===== config.mk =====
export PLATFORM = sky130hd
export DESIGN_NAME = phy_rx_link_ctrl
export DESIGN_NICKNAME = d
export VERILOG_FILES = /design/src/rtl/phy_rx_link_ctrl.sv
export SDC_FILE = /design/constraint.sdc
export NUM_CORES = 1
export LEC_CHECK = 0
export ABC_AREA = 1
export BUFFER_PORTS_ARGS = -buffer_cell sky130_fd_sc_hd__buf_2
export CAP_MARGIN = 20
export CORE_AREA = 10 10 56 80
export CTS_CLUSTER_SIZE = 30
export DETAILED_ROUTE_END_ITERATION = 8
export DIE_AREA = 0 0 66 90
export PLACE_DENSITY = 0.77
export SLEW_MARGIN = 20
export SYNTH_ARGS = -nofsm -noshare
export SYNTH_HDL_FRONTEND = slang
export SYNTH_SLANG_ARGS = --single-unit
export TNS_END_PERCENT = 1

===== constraint.sdc =====
create_clock -name CLK -period 2.2 [get_ports CLK]
set_input_delay 0.44 -clock CLK [delete_from_list [all_inputs] [get_ports CLK]]
set_output_delay 0.44 -clock CLK [all_outputs]
set_load 0.01 [all_outputs]

===== src/rtl/phy_rx_link_ctrl.sv =====
// phy_rx_link_ctrl -- bring-up and recovery sequencer for the PHY RX path.
//
// Walks the RX datapath through soft reset, block alignment, lane deskew
// and run. Alignment loss, deskew failures and packet-filter framing errors
// send it through a one-cycle RETRY. It gives up in FAIL once the retry
// budget is spent. The LTSSM holds i_start high to keep the path up and
// drops it to force IDLE.
//
// Ports:
//   CLK, RST_L         clock, asynchronous active-low reset
//   i_start            LTSSM bring-up request (low forces IDLE)
//   i_Lanes            1: all 32 lanes checked for BA errors, 0: lane 0 only
//   BA_error[31:0]     per-lane block-align error
//   Deskew_error       deskew failure
//   valid_deskew       deskew complete
//   PF_Error           packet-filter framing error
//   o_EN_BA, o_enable_LDS, o_EN_PF          datapath enables
//   o_Soft_RST_blocks, o_rst_BA, o_PIPE_CNT_rst  datapath soft resets
//   o_type_IDL_TS      0: expect TS ordered sets, 1: expect IDL
//   o_link_up, o_fail  status
//   o_state[2:0]       IDLE=0 SRST=1 ALIGN=2 DESKEW=3 RUN=4 RETRY=5 FAIL=6
//
// Optional build macro PHY_RX_LINK_CTRL_ERR_CNT_EN adds the saturating
// retry-cause counters o_ba_err_cnt, o_dsk_err_cnt and o_pf_err_cnt.
`timescale 1ns/1ps

module phy_rx_link_ctrl #(
    parameter int SRST_CYCLES = 4,
    parameter int LOCK_CYCLES = 16,
    parameter int TIMEOUT     = 1024,
    parameter int TMO_WIDTH   = 11,
    parameter int MAX_RETRY   = 3,
    parameter int RETRY_WIDTH = 2
) (
    input  logic        CLK,
    input  logic        RST_L,
    input  logic        i_start,
    input  logic        i_Lanes,
    input  logic [31:0] BA_error,
    input  logic        Deskew_error,
    input  logic        valid_deskew,
    input  logic        PF_Error,
    output logic        o_EN_BA,
    output logic        o_enable_LDS,
    output logic        o_EN_PF,
    output logic        o_Soft_RST_blocks,
    output logic        o_rst_BA,
    output logic        o_PIPE_CNT_rst,
    output logic        o_type_IDL_TS,
    output logic        o_link_up,
    output logic        o_fail,
    output logic [2:0]  o_state
`ifdef PHY_RX_LINK_CTRL_ERR_CNT_EN
    ,
    output logic [7:0]  o_ba_err_cnt,
    output logic [7:0]  o_dsk_err_cnt,
    output logic [7:0]  o_pf_err_cnt
`endif
);

    localparam logic [2:0] IDLE   = 3'd0;
    localparam logic [2:0] SRST   = 3'd1;
    localparam logic [2:0] ALIGN  = 3'd2;
    localparam logic [2:0] DESKEW = 3'd3;
    localparam logic [2:0] RUN    = 3'd4;
    localparam logic [2:0] RETRY  = 3'd5;
    localparam logic [2:0] FAIL   = 3'd6;

    // Counters only need to reach their terminal value (N-1).
    localparam int SRST_W = (SRST_CYCLES > 1) ? $clog2(SRST_CYCLES) : 1;
    localparam int LOCK_W = (LOCK_CYCLES > 1) ? $clog2(LOCK_CYCLES) : 1;

    localparam logic [SRST_W-1:0]      SRST_LAST = SRST_W'(SRST_CYCLES - 1);
    localparam logic [LOCK_W-1:0]      LOCK_LAST = LOCK_W'(LOCK_CYCLES - 1);
    localparam logic [TMO_WIDTH-1:0]   TMO_LAST  = TMO_WIDTH'(TIMEOUT - 1);
    localparam logic [RETRY_WIDTH-1:0] RETRY_MAX = RETRY_WIDTH'(MAX_RETRY);

    logic [2:0]             state, state_nxt;
    logic [SRST_W-1:0]      srst_cnt;
    logic [LOCK_W-1:0]      lock_cnt;
    logic [TMO_WIDTH-1:0]   tmo_cnt;
    logic [RETRY_WIDTH-1:0] retry_cnt;
    logic                   ba_err;

    assign ba_err = i_Lanes ? (|BA_error) : BA_error[0];

    // Next state. Within a state: errors first, then success, then timeout.
    always_comb begin
        state_nxt = state;
        case (state)
            IDLE:   state_nxt = SRST;
            SRST:   if (srst_cnt == SRST_LAST) state_nxt = ALIGN;
            ALIGN: begin
                if (!ba_err && lock_cnt == LOCK_LAST) state_nxt = DESKEW;
                else if (tmo_cnt == TMO_LAST)         state_nxt = RETRY;
            end
            DESKEW: begin
                if (Deskew_error || ba_err)  state_nxt = RETRY;
                else if (valid_deskew)       state_nxt = RUN;
                else if (tmo_cnt == TMO_LAST) state_nxt = RETRY;
            end
            RUN:    if (PF_Error || Deskew_error || ba_err) state_nxt = RETRY;
            RETRY:  state_nxt = (retry_cnt == RETRY_MAX) ? FAIL : SRST;
            FAIL:   state_nxt = FAIL;
            default: state_nxt = IDLE;
        endcase
        // Dropping i_start overrides everything, IDLE included.
        if (!i_start) state_nxt = IDLE;
    end

    always_ff @(posedge CLK or negedge RST_L) begin
        if (!RST_L) begin
            state     <= IDLE;
            srst_cnt  <= '0;
            lock_cnt  <= '0;
            tmo_cnt   <= '0;
            retry_cnt <= '0;
        end else begin
            state <= state_nxt;

            // Per-state counters hold zero whenever the FSM is not staying
            // put, so every entry starts them from zero.
            if (state == SRST && state_nxt == SRST) begin
                if (srst_cnt != SRST_LAST) srst_cnt <= srst_cnt + 1'b1;
            end else begin
                srst_cnt <= '0;
            end

            if (state_nxt != ALIGN || ba_err) begin
                lock_cnt <= '0;
            end else if (state == ALIGN && lock_cnt != LOCK_LAST) begin
                lock_cnt <= lock_cnt + 1'b1;
            end

            if ((state == ALIGN || state == DESKEW) && state_nxt == state) begin
                if (tmo_cnt != TMO_LAST) tmo_cnt <= tmo_cnt + 1'b1;
            end else begin
                tmo_cnt <= '0;
            end

            if (!i_start || state == IDLE) begin
                retry_cnt <= '0;
            end else if (state == RETRY) begin
                if (retry_cnt != RETRY_MAX) retry_cnt <= retry_cnt + 1'b1;
            end else if (state_nxt == RUN && state != RUN) begin
                retry_cnt <= '0;
            end
        end
    end

`ifdef PHY_RX_LINK_CTRL_ERR_CNT_EN
    // Only DESKEW and RUN can be sent to RETRY by an error; ALIGN timeouts
    // are not attributed to any cause. Within DESKEW, a retry that is
    // neither a BA nor a deskew error is the deskew timeout.
    logic retry_hit;
    assign retry_hit = (state_nxt == RETRY) && (state == DESKEW || state == RUN);

    always_ff @(posedge CLK or negedge RST_L) begin
        if (!RST_L) begin
            o_ba_err_cnt  <= '0;
            o_dsk_err_cnt <= '0;
            o_pf_err_cnt  <= '0;
        end else if (state == IDLE && state_nxt == SRST) begin
            o_ba_err_cnt  <= '0;
            o_dsk_err_cnt <= '0;
            o_pf_err_cnt  <= '0;
        end else if (retry_hit) begin
            if (ba_err) begin
                if (o_ba_err_cnt != 8'hFF) o_ba_err_cnt <= o_ba_err_cnt + 1'b1;
            end else if (Deskew_error || state == DESKEW) begin
                if (o_dsk_err_cnt != 8'hFF) o_dsk_err_cnt <= o_dsk_err_cnt + 1'b1;
            end else begin
                if (o_pf_err_cnt != 8'hFF) o_pf_err_cnt <= o_pf_err_cnt + 1'b1;
            end
        end
    end
`endif

    // Moore decode of the registered state.
    always_comb begin
        o_EN_BA           = 1'b0;
        o_enable_LDS      = 1'b0;
        o_EN_PF           = 1'b0;
        o_Soft_RST_blocks = 1'b0;
        o_rst_BA          = 1'b0;
        o_PIPE_CNT_rst    = 1'b0;
        o_type_IDL_TS     = 1'b0;
        o_link_up         = 1'b0;
        o_fail            = 1'b0;
        case (state)
            SRST: begin
                o_Soft_RST_blocks = 1'b1;
                o_rst_BA          = 1'b1;
                o_PIPE_CNT_rst    = 1'b1;
            end
            ALIGN:  o_EN_BA = 1'b1;
            DESKEW: begin
                o_EN_BA      = 1'b1;
                o_enable_LDS = 1'b1;
            end
            RUN: begin
                o_EN_BA       = 1'b1;
                o_enable_LDS  = 1'b1;
                o_EN_PF       = 1'b1;
                o_type_IDL_TS = 1'b1;
                o_link_up     = 1'b1;
            end
            FAIL:    o_fail = 1'b1;
            default: ;
        endcase
    end

    assign o_state = state;

endmodule


==> results.md <==
* WL/cell at ~12 um
* Setup Fix Bufs, Post-CTS at 0
* Slew Viols, Final at 0
* DR vias at between 1000 and 1500
* Synth Cell Area at around 0.0015 mm2
* Worst Skew at around 0.0029 ns
* Overall power at ~0.74 mW
* Initial DRT Pass Iterations at 4
* Total leakage power at 0.9226 nW
* CTS tree: yes
* Worst VDD drop at 0.3648 mV
* Die width at roughly 66 um
* Die height at around 90 um
* Max-cap violation count at 0
* Synth Warn # at 0
* Clk slew on worst S/H paths at 0.07 ns
* Status: completed
* Fmax at 0.5037 GHz
* Cells after synthesis at just under 200
* Fin crit period at ~2.0 ns
* Reg area at approximately 550 um2
* Initial antenna violation count at 0
* Diodes inserted at 0
* Buffer levels on the longest clock path at 2
* Register bit count reported by yosys at 22
* Row cnt at 25
* Root buffer cell: clkbuf_8
* Final RePlAce weighted congestion at about 0.85
* CTS Hold Buffers Added at 0
* Setup TNS at 0 ns
* Vias in the first global route at about 1300
* Final ANT Viol Nets at 0
* Setup crit end kind: flop
* Mean Syn Cell Area at between 7 and 8 um2
* Sequential share of the synthesized area at 0.3707
* Rel. slew slack at 0.6858
* Layout fillers at around 300
* CP peak stage delay at around 0.38 ns
* Final WL at ~3400 um
* Data required, critical path at around 2.4 ns
* Core area at about 0.0031 mm2
* Cts repair resizes at 0
* Worst-Margin Slew at between 0.4 and 0.5 ns
* Share of layout cells above drive strength 1 at 0.3633
* Syn nets at 239
* Total GRT Usage at 0.1124
* Pre-CTS setup slack at roughly 0.083 ns
* Hold slack at ~0.12 ns
* Num Clock Sinks at 22
* Setup CP Type: flop to flop
* Critical-path cell list: ha_2 -> nand2_1 -> nor3_4 -> nand2_2 -> nor2_4 -> nand2_2 -> nand2_1 -> nand2_1 -> nand2_1 -> nand2_2 -> inv_2 -> nand2_2 -> nand4_2 -> buf_8 -> nor2_1
* Worst min-delay path class: primary input to asynchronous set/reset pin
* Clk_lat worst skew at 0.26 ns
* RSZ-0062 raised after global routing: false
* Grt total ovfl at 0
* Largest net degree at the start of global routing at 23
* Period utilization at 0.9024
* CP startpoint kind: flop
* First-pass GRT wire length at around 5500 um
* Total CTS buffers at 3
* Critical-path top delay cell: dfrtp_1
* Power per Cell Area at between 400 and 500 mW/mm2
* Drt via density at between 4 and 5
* Initial drt markers at 44
* Worst EP arrival at 2.14 ns
* # DRC at 0
* Ports at 51
* Post-layout util at 0.5859
* IO Port Bufs at 50
* Worst-path maximum fanout at 11
* Hold Fails Final Rpt at 0
* Smallest setup slack after layout at between 0.2 and 0.25 ns
* DIE AREA at ~0.006 mm2
* Initial Utilization at 0.4796
* # H-tree levels at 1
* Multi-input logic area at between 800 and 900 um2
* Hpwl dp at ~2800 um
* Area grow syn2layout at 22.16%
* Total Nets Final at 290
* Cell variety after synth at 30
* # setup viols final at 0
## kinds of logic (layout without fill, tap and decap cells)
group	count (synthesis)	after routing	share of synthesized area
xor+xnor	10	10	0.05897
compound gates	12	12	0.05898
buf+inv	28	77	0.08593
mux	1	1	0.006740
simple gates	119	119	0.3850
fa+ha+maj	4	4	0.03370
flops	22	22	0.3707
## Yosys cell counts, drive strengths merged
| library cell | instances | area share |
|---|---|---|
| o31ai | 1 | 0.0051 |
| nor3b | 2 | 0.010 |
| nand3 | 10 | 0.037 |
| nor3 | 5 | 0.024 |
| xor2 | 5 | 0.029 |
| a21oi | 5 | 0.019 |
| dfrtp | 22 | 0.37 |
| nand4 | 4 | 0.021 |
| o2111ai | 1 | 0.0059 |
| buf | 5 | 0.028 |
| ha | 4 | 0.034 |
| or2 | 2 | 0.0084 |
| nand2 | 42 | 0.12 |
| xnor2 | 5 | 0.029 |
| nor2 | 54 | 0.17 |
| o21bai | 1 | 0.013 |
| o21ai | 3 | 0.010 |
| a31o | 1 | 0.0059 |
| inv | 23 | 0.058 |
| mux2i | 1 | 0.0067 |
## path summary, 6_finish.rpt
check,cells after the start,end,startpoint,slack (ns)
setup reg to reg,15,tmo_cnt[0]$_DFFE_PN0P_,tmo_cnt[0]$_DFFE_PN0P_,0.21
max in group asynchronous,1,lock_cnt[0]$_DFFE_PN0P_,RST_L,1.75
setup / recovery,15,tmo_cnt[0]$_DFFE_PN0P_,tmo_cnt[0]$_DFFE_PN0P_,0.21
hold reg to reg,1,srst_cnt[0]$_DFFE_PN0P_,srst_cnt[0]$_DFFE_PN0P_,0.44
min in group CLK,1,srst_cnt[0]$_DFFE_PN0P_,srst_cnt[0]$_DFFE_PN0P_,0.44
hold / removal,1,tmo_cnt[9]$_DFFE_PN0P_,RST_L,0.12
## routing by layer
| metal | wire (um) | vias up | GRT usage | share of wire |
|---|---|---|---|---|
| li1 | - | 710 | - | - |
| met2 | 1499 | 57 | 0.1780 | 0.44 |
| met5 | 0 | - | 0 | 0 |
| met4 | 83 | 0 | 0.05965 | 0.025 |
| met3 | 409 | 7 | 0.04596 | 0.12 |
| met1 | 1395 | 603 | 0.1226 | 0.41 |
## state kept, by name (all words and copies together) (netlist names)
name,cells
srst_cnt,2
lock_cnt,4
retry_cnt,2
o_state,3
tmo_cnt,11
## final cells by class
type / count / share of cell area
multi-input cells: 146 / 0.4524
flip-flops and latches: 22 / 0.3034
repair buffers: 51 / 0.1462
inverters: 23 / 0.04759
well taps: 40 / 0.02759
clock buffers: 3 / 0.02276
## worst max-delay path: cells and delay by family, from the launching register on
kind	cells	cell delay (ns)
buffers and inverters	2	0.25
adder cells (fa/ha/maj)	1	0.21
flip-flops	1	0.38
AND/OR/NAND/NOR	12	1.04
## where the power goes
part | total (mW) | switching (mW) | internal, mW
sequential | 0.411 | 0.00421 | 0.407
combinational | 0.0902 | 0.0481 | 0.0421
clock | 0.242 | 0.120 | 0.122
## metrics by stage
stage / std cells / instance area (um2)
floorplan: 196 / 1485
global placement: 282 / 1752
detailed placement: 282 / 1752
CTS: 285 / 1793
global route: 285 / 1814
finish: 285 / 1814
## cells in the final DEF, fill, tap and decap left out, types with 3 or more instances in the layout
master and n:
nand4_1 3, buf_2 50, inv_1 17, ha_1 3, nor2_1 39, nand3_1 8, nand2_1 36, nor3_1 3
nand2_2 6, xnor2_1 5, clkbuf_8 3, inv_2 6, a21oi_1 4, nor2_2 13, dfrtp_1 22, xor2_1 5
No activity file was read; power rests on OpenSTA's default activity.
